==> config.mk <==
export PLATFORM = sky130hd
export DESIGN_NAME = dac_spi_sequencer
export DESIGN_NICKNAME = d
export VERILOG_FILES = /design/src/rtl/dac_spi_sequencer.sv
export SDC_FILE = /design/constraint.sdc
export NUM_CORES = 1
export LEC_CHECK = 0
export CORE_MARGIN = 1.5
export CORE_UTILIZATION = 51
export CTS_CLUSTER_DIAMETER = 80
export DETAILED_ROUTE_END_ITERATION = 7
export PLACE_DENSITY = 0.74
export REMOVE_ABC_BUFFERS = 1
export SYNTH_ARGS = -nofsm -noshare
export SYNTH_HDL_FRONTEND = slang
export SYNTH_SLANG_ARGS = --single-unit
==> constraint.sdc <==
create_clock -name audio_clock -period 2.1 [get_ports audio_clock]
set_input_delay 0.42 -clock audio_clock [delete_from_list [all_inputs] [get_ports audio_clock]]
set_output_delay 0.42 -clock audio_clock [all_outputs]
set_load 0.05 [all_outputs]
==> src/rtl/dac_spi_sequencer.sv <==
// dac_spi_sequencer: buffers one audio sample and shifts it out as a 16-bit SPI DAC command frame, then strobes LDAC
module dac_spi_sequencer #(
  parameter int   clock_max   = 25_000_000,
  parameter int   clk_div     = 4,
  parameter logic signed_in   = 1'b1,
  parameter logic dac_channel = 1'b0,
  parameter logic buffered    = 1'b0,
  parameter logic gain_n      = 1'b1
) (
  input  logic        audio_clock,
  input  logic        reset,
  input  logic        enable_in,
  input  logic        sample_valid,
  input  logic [15:0] sample_in,
  output logic        sample_ready,
  output logic        sclk_out,
  output logic        mosi_out,
  output logic        cs_n_out,
  output logic        ldac_n_out,
  output logic        busy_out,
  output logic        frame_done_out
);
  localparam logic [1:0] IDLE = 2'd0, SHIFT = 2'd1, CSHI = 2'd2, LDAC = 2'd3;
  localparam logic [7:0] div_last = 8'(clk_div - 1);
  if (clk_div < 1 || clk_div > 255 || clock_max < 2 * clk_div) begin : g_bad_div
    $error("dac_spi_sequencer: clk_div must be 1..255 and SCLK no faster than audio_clock/2");
  end
  logic [1:0] state;
  logic [7:0] div_cnt;
  logic [3:0] bit_cnt;
  logic [15:0] shreg;
  logic [11:0] hold;
  logic full, full_next, take, load, phase_end, unused_lsbs;
  logic [15:0] word;
  // the 4 LSBs are truncated away; the sample is converted to 12-bit offset binary on capture
  assign unused_lsbs = ^sample_in[3:0];
  assign take = sample_valid && sample_ready;
  assign load = state == IDLE && full && enable_in;
  assign full_next = take || (full && !load);
  assign phase_end = div_cnt == div_last;
  assign word = {dac_channel, buffered, gain_n, 1'b1, hold};
  always_ff @(posedge audio_clock) begin
    if (reset) begin
      state <= IDLE;
      full <= 1'b0;
      hold <= '0;
      sample_ready <= 1'b0;
      div_cnt <= '0;
      bit_cnt <= '0;
      shreg <= '0;
      sclk_out <= 1'b0;
      mosi_out <= 1'b0;
      cs_n_out <= 1'b1;
      ldac_n_out <= 1'b1;
      busy_out <= 1'b0;
      frame_done_out <= 1'b0;
    end else begin
      if (take) hold <= signed_in ? {~sample_in[15], sample_in[14:4]} : sample_in[15:4];
      full <= full_next;
      sample_ready <= !full_next;
      frame_done_out <= 1'b0;
      div_cnt <= (state == IDLE || phase_end) ? '0 : div_cnt + 8'd1;
      case (state)
        IDLE: if (load) begin
          state <= SHIFT;
          shreg <= {word[14:0], 1'b0};
          mosi_out <= word[15];
          cs_n_out <= 1'b0;
          bit_cnt <= 4'd15;
          busy_out <= 1'b1;
        end
        SHIFT: if (phase_end) begin
          if (!sclk_out) sclk_out <= 1'b1;
          else if (bit_cnt == 4'd0) begin
            state <= CSHI;
            sclk_out <= 1'b0;
            mosi_out <= 1'b0;
            cs_n_out <= 1'b1;
          end else begin
            sclk_out <= 1'b0;
            mosi_out <= shreg[15];
            shreg <= {shreg[14:0], 1'b0};
            bit_cnt <= bit_cnt - 4'd1;
          end
        end
        CSHI: if (phase_end) begin
          state <= LDAC;
          ldac_n_out <= 1'b0;
        end
        default: if (phase_end) begin
          state <= IDLE;
          ldac_n_out <= 1'b1;
          busy_out <= 1'b0;
          frame_done_out <= 1'b1;
        end
      endcase
    end
  end
endmodule

==> impl_metrics.csv, run 1 <==
group,metric,value,unit
outcome,status,"finished clean",
sta,min_period,1.978,ns
sta,maxSlewViolCount,0,
worst_hold_path,min_path_type,"reg2reg",
sta,final-setup-viol-count,0,
synth,netlist_area,2220,um^2
worst_setup_path,cp_max_fo,11,
worst_setup_path,critical_path_class,"reg2reg",
sta,relSlewSlack,66.21,%
synth,ys.flop_type,"dfxtp_1",
floorplanning,fp.dieH,68.97,um
sta,rsz0062_at_grt,"false",
clocking,postCtsSetupBuffers,0,
global_route,grt_pass1_wl,7.141,mm
drt,vias,1821,
floorplanning,fp-row-count,23,
global_route,grt_start_max_net_pins,23,
clocking,cts_buffers,5,
global_route,antenna_found_initial,0,
finish,nets,303,
sta,max_freq,0.5055,GHz
synth,synth_area_leaders,"dfxtp_1, nand2_1, a311oi_1",
synth,yosysUniqueCellTypes,52,
sta,max_slew.worst_pin.slew,0.5053,ns
job,cap_violations,0,
power,finalPower,2.578,mW
finish,area_growth,17.98,%
synth,synth_top_area_cell,"dfxtp_1",
synth,synth_edf_count,0,
placement,gp_congestion,0.8454,
drt,drt_iter0_drc,70,
synth,ys_warn_count,0,
clocking,cts_resized,0,
finish,mostFrequentLayoutCells,"dfxtp_1, nand2_1, nor2_1, clkdlybuf4s50_1",
clocking,clk_path_buf_depth,2,
sta,finClkSkew,0.005793,ns
clocking,insertion_delay,0.30,ns
placement,hpwlAfterDp,3.036,mm
synth,yosysTopAreaCellShare,44.19,%
finish,diodes,0,
floorplanning,dieWidth,68.97,um
drt,wire_per_inst,13.08,um
synth,synth-seq-cells,49,
sta,post-route-period-util,94.20,%
drt,dr.pass1.iters,6,
power,powerDensity,984.6,nW/um^2
clocking,clock-sinks,49,
clocking,root_buffer,"clkbuf_8",
synth,syn_avg_cell_area,8.879,um^2
drt,routed_wl,4.290,mm
worst_setup_path,cp.arrival,2.23,ns
clocking,cts.htree.levels,2,
placement,numPortBuffers,22,
synth,netlist_instances,250,
drt,routed_via_density,5.552,
clocking,tritoncts,"done",
finish,drive_gt1_share,12.59,%
global_route,grt_remaining_overflow,0,
drt,drt.antenna.violating_nets,0,
finish,utilization,64.08,%
global_route,grt_use_total,20.18,%
clocking,cts_hold_buf,0,
power,leakage,1.024,nW
worst_setup_path,end_kind,"flop",
worst_setup_path,cp.required,2.35,ns
floorplanning,core-area,4086,um^2
synth,synthArstFlopShare,0,%
worst_setup_path,cp-start-kind,"flop",
sta,timing_hold_violations_final,0,
drt,drc_errors,0,
synth,synth_seq_area_share,44.19,%
floorplanning,io_pins,27,
floorplanning,fp.dieArea,4757,um^2
global_route,grt_pass1_vias,1561,
power,peakVddDrop,520.1,uV
finish,final_common_cell,"dfxtp_1",
clocking,path_clk_slew,0.09,ns
floorplanning,start_util,54.32,%
sta,setup_tns,0,ns
## worst max-delay path, cell delays in order (launching register included)
cell and delay, ns:
dfxtp_1 0.32, inv_1 0.09, ha_1 0.20, or3b_2 0.52, nand3_2 0.15, and3_1 0.44
o22a_1 0.22
## synth_stat cells, types with 2 or more instances
master     n
and2_1     2
ha_1       6
and3_1     3
nand3_1    8
nor4_1     2
o21ai_0    3
dfxtp_1   49
o31ai_1    2
xor2_1     6
a21oi_1   14
o22a_1    11
buf_4      2
a311oi_1  11
o221a_1    3
clkbuf_1   9
buf_2      3
nor2_1    25
inv_1      9
nor3_1     2
or3b_2     2
buf_1      2
mux2i_1    2
nand2_1   45
## per-stage QoR
step | area (um^2) | hold slack [ns] | std cells | setup slack (ns)
floorplan | 2148 | 0.4305 | 234 | 0.04563
global placement | 2536 | 0.4431 | 320 | 0.09855
detailed placement | 2536 | 0.4485 | 320 | 0.1028
CTS | 2619 | 0.4615 | 328 | 0.1127
global route | 2619 | 0.4752 | 328 | 0.01224
finish | 2619 | 0.4572 | 328 | 0.1217
## state kept, by name, indices dropped and copies added (netlist names)
signal	count
mosi_out	1
hold	12
bit_cnt	4
busy_out	1
full	1
sample_ready	1
ldac_n_out	1
shreg	15
state	2
div_cnt	8
cs_n_out	1
sclk_out	1
frame_done_out	1
## report_power, final
group          total (mW)  internal, mW  switching, mW
Sequential           1.18          1.09         0.0893
Combinational       0.868         0.388          0.480
Clock               0.535         0.231          0.304
Total                2.58          1.70          0.873
## per-layer routing
layer / track usage, % / routed length [um] / part of all wire (%)
met2: 32.21 / 1964 / 46
met4: 7.353 / 61 / 1.4
met3: 3.896 / 123 / 2.9
met5: 0 / 0 / 0
met1: 27.09 / 2140 / 50
## path summary, 6_finish.rpt
path / start / endpoint / slack [ns] / cells after the start
max: bit_cnt[0]$_SDFFE_PP0P_ / shreg[7]$_SDFFE_PP0P_ / 0.12 / 6
min: hold[0]$_SDFFE_PP0P_ / hold[0]$_SDFFE_PP0P_ / 0.46 / 2
max reg2reg: bit_cnt[0]$_SDFFE_PP0P_ / shreg[7]$_SDFFE_PP0P_ / 0.12 / 6
min reg2reg: hold[0]$_SDFFE_PP0P_ / hold[0]$_SDFFE_PP0P_ / 0.46 / 2
## area by class of cell
type	count	area [um^2]
fill	365	1468
multi-input combinational	176	1134
sequential	49	980.9
timing repair buffer	36	325.3
clock buffer	6	72.57
tap	50	62.56
inverter	9	33.78
clock inverter	2	10.01
## cells by family after synthesis
group                    after synthesis  synth area share (%)
AO/OA/AOI/OAI                         58                 21.20
AND/OR/NAND/NOR                      103                 22.83
adder cells (fa/ha/maj)                6                 3.382
multiplexers                           2                0.9020
XOR/XNOR                               7                 2.762
flip-flops                            49                 44.19
buffers and inverters                 25                 4.735
Power figures use the tool's default switching activity.
==> run 2: changes to the inputs <==
- REMOVE_ABC_BUFFERS: 1 -> default
==> impl_metrics.csv, run 2 (same netlist as run 1, synthesis figures left out) <==
group,metric,value,unit
worst_setup_path,cp.arrival,1.55,ns
drt,drc_errors,0,
worst_hold_path,min_path_type,"reg2reg",
sta,max_freq,0.5076,GHz
clocking,tritoncts,"done",
drt,routed_via_density,5.491,
power,finalPower,2.781,mW
global_route,antenna_found_initial,0,
global_route,grt_start_max_net_pins,21,
worst_setup_path,crit_chain,"clkdlybuf4s50_1",
drt,vias,1812,
worst_setup_path,cp.required,1.68,ns
outcome,status,"finished clean",
worst_setup_path,slowest_delay,0.83,ns
sta,min_period,1.970,ns
worst_setup_path,cp.buffers_inverters,1,
placement,numPortBuffers,22,
finish,largest_reg_flops,15,
worst_hold_path,worst_hold_path.endpoint,"hold[6]$_SDFFE_PP0P_",
sta,rsz0062_at_grt,"false",
worst_setup_path,worstReg2RegStart,"state[0]$_SDFFE_PP0P_",
clocking,clock-sinks,49,
worst_setup_path,cp-start-kind,"flop",
placement,gp_congestion,0.7251,
floorplanning,fp.dieH,68.97,um
global_route,use_met1,29.48,%
clocking,clk_path_buf_depth,2,
floorplanning,dieWidth,68.97,um
worst_setup_path,cp_top_family,"buffers and inverters",
finish,diodes,0,
floorplanning,core-area,4086,um^2
sta,max_slew.worst_pin.slew,0.5036,ns
placement,hpwlAfterDp,3.141,mm
power,leakage,1.050,nW
finish,drive_gt1_share,13.57,%
clocking,postCtsSetupBuffers,0,
global_route,grt_pass1_wl,7.424,mm
worst_setup_path,critical_path_class,"reg2out",
clocking,cts.htree.levels,2,
clocking,cts_buffers,5,
sta,relSlewSlack,66.32,%
sta,setup_tns,0,ns
finish,multi_input_area,1134,um^2
global_route,grt_util_met2,31.73,%
finish,nFillCells,360,
finish,final_common_cell,"dfxtp_1",
sta,timing_hold_violations_final,0,
clocking,root_buffer,"clkbuf_8",
power,powerDensity,1036,nW/um^2
placement,place_area,2564,um^2
clocking,insertion_delay,0.30,ns
clocking,path_clk_slew,0.09,ns
worst_setup_path,r2r-end,"state[0]$_SDFFE_PP0P_",
drt,drt_iter0_drc,90,
drt,routed_wl,4.465,mm
worst_hold_path,hold_path_depth,2,
drt,drt.antenna.violating_nets,0,
drt,wire_per_inst,13.53,um
floorplanning,fp.dieArea,4757,um^2
floorplanning,start_util,54.32,%
sta,finClkSkew,0.006041,ns
worst_setup_path,reg2reg_slack,0.18,ns
finish,regMostFlops,"shreg",
finish,ff_latch_area,980.9,um^2
clocking,cts_resized,0,
global_route,grt_use_total,21.13,%
worst_setup_path,crit_slowest_cell,"clkdlybuf4s50_1",
drt,dr.pass1.iters,4,
finish,mostFrequentLayoutCells,"dfxtp_1, nand2_1, nor2_1, clkdlybuf4s50_1, buf_4",
finish,largestRegisters,"shreg (15), hold (12), div_cnt (8)",
sta,maxSlewViolCount,0,
sta,post-route-period-util,93.81,%
worst_hold_path,min_from,"hold[6]$_SDFFE_PP0P_",
floorplanning,io_pins,27,
finish,final_area,2684,um^2
sta,final-setup-viol-count,0,
floorplanning,fp-row-count,23,
global_route,grt_remaining_overflow,0,
power,peakVddDrop,563.2,uV
job,cap_violations,0,
worst_setup_path,end_kind,"primary output",
worst_setup_path,cp_max_fo,4,
finish,area_growth,20.91,%
global_route,grt_pass1_vias,1585,
global_route,top_usage_layer,"met2",
clocking,cts_hold_buf,0,
finish,nets,305,
synth,synth_fp_nets,276,
global_route,met3_usage,4.708,%
worst_setup_path,ff2ff_path_depth,5,
[run 2: cell types whose count changed in the layout (fill, tap and decap cells not counted), sizes merged]
cell | before | now
clkinvlp | 0 | 1
buf | 14 | 16
clkinv | 2 | 0
bufinv | 0 | 1
[run 2: report_power, final]
group	switching [mW]	total, mW	internal, mW
Combinational	0.500	0.910	0.411
Sequential	0.0867	1.17	1.09
Clock	0.311	0.698	0.387
Total	0.897	2.78	1.88
[run 2: per-stage QoR]
stage / setup slack, ns / utilization (%) / cells / hold slack [ns]
after floorplan: 0.2847 / - / 250 / 0.4365
after global placement: 0.1758 / 62.74 / 322 / 0.4435
after detailed placement: 0.1329 / 62.74 / 322 / 0.4483
after CTS: 0.1196 / 65.68 / 330 / 0.4623
after global routing: 0.04767 / 65.68 / 330 / 0.4846
final: 0.1300 / 65.68 / 330 / 0.4580
[run 2: final cells by class]
type                       instances  area share, %
clock buffer                       6          3.077
inverter                           9          1.259
sequential                        49          36.55
tap                               50          2.331
timing repair buffer              38          13.15
clock inverter                     2          1.399
multi-input combinational        176          42.24
[run 2: how the worst max path moves through the flow]
stage | cells past startpoint | slack [ns] | from | end
2_1_floorplan | 5 | 0.28 | div_cnt[0]$_SDFF_PP0_ | bit_cnt[1]$_SDFFE_PP0P_
3_3_place_gp | 5 | 0.18 | enable_in | bit_cnt[1]$_SDFFE_PP0P_
3_5_place_dp | 5 | 0.13 | enable_in | shreg[14]$_SDFFE_PP0P_
4_1_cts | 1 | 0.12 | sclk_out$_SDFFE_PP0P_ | sclk_out
5_1_grt | 7 | 0.05 | state[0]$_SDFFE_PP0P_ | state[0]$_SDFFE_PP0P_
6_report | 1 | 0.13 | sclk_out$_SDFFE_PP0P_ | sclk_out
[run 2: routing by layer]
metal	wire length (um)	part of all wire, %
met1	2194	49
met2	2069	46
met3	155	3.5
met4	47	1.1
met5	0	0
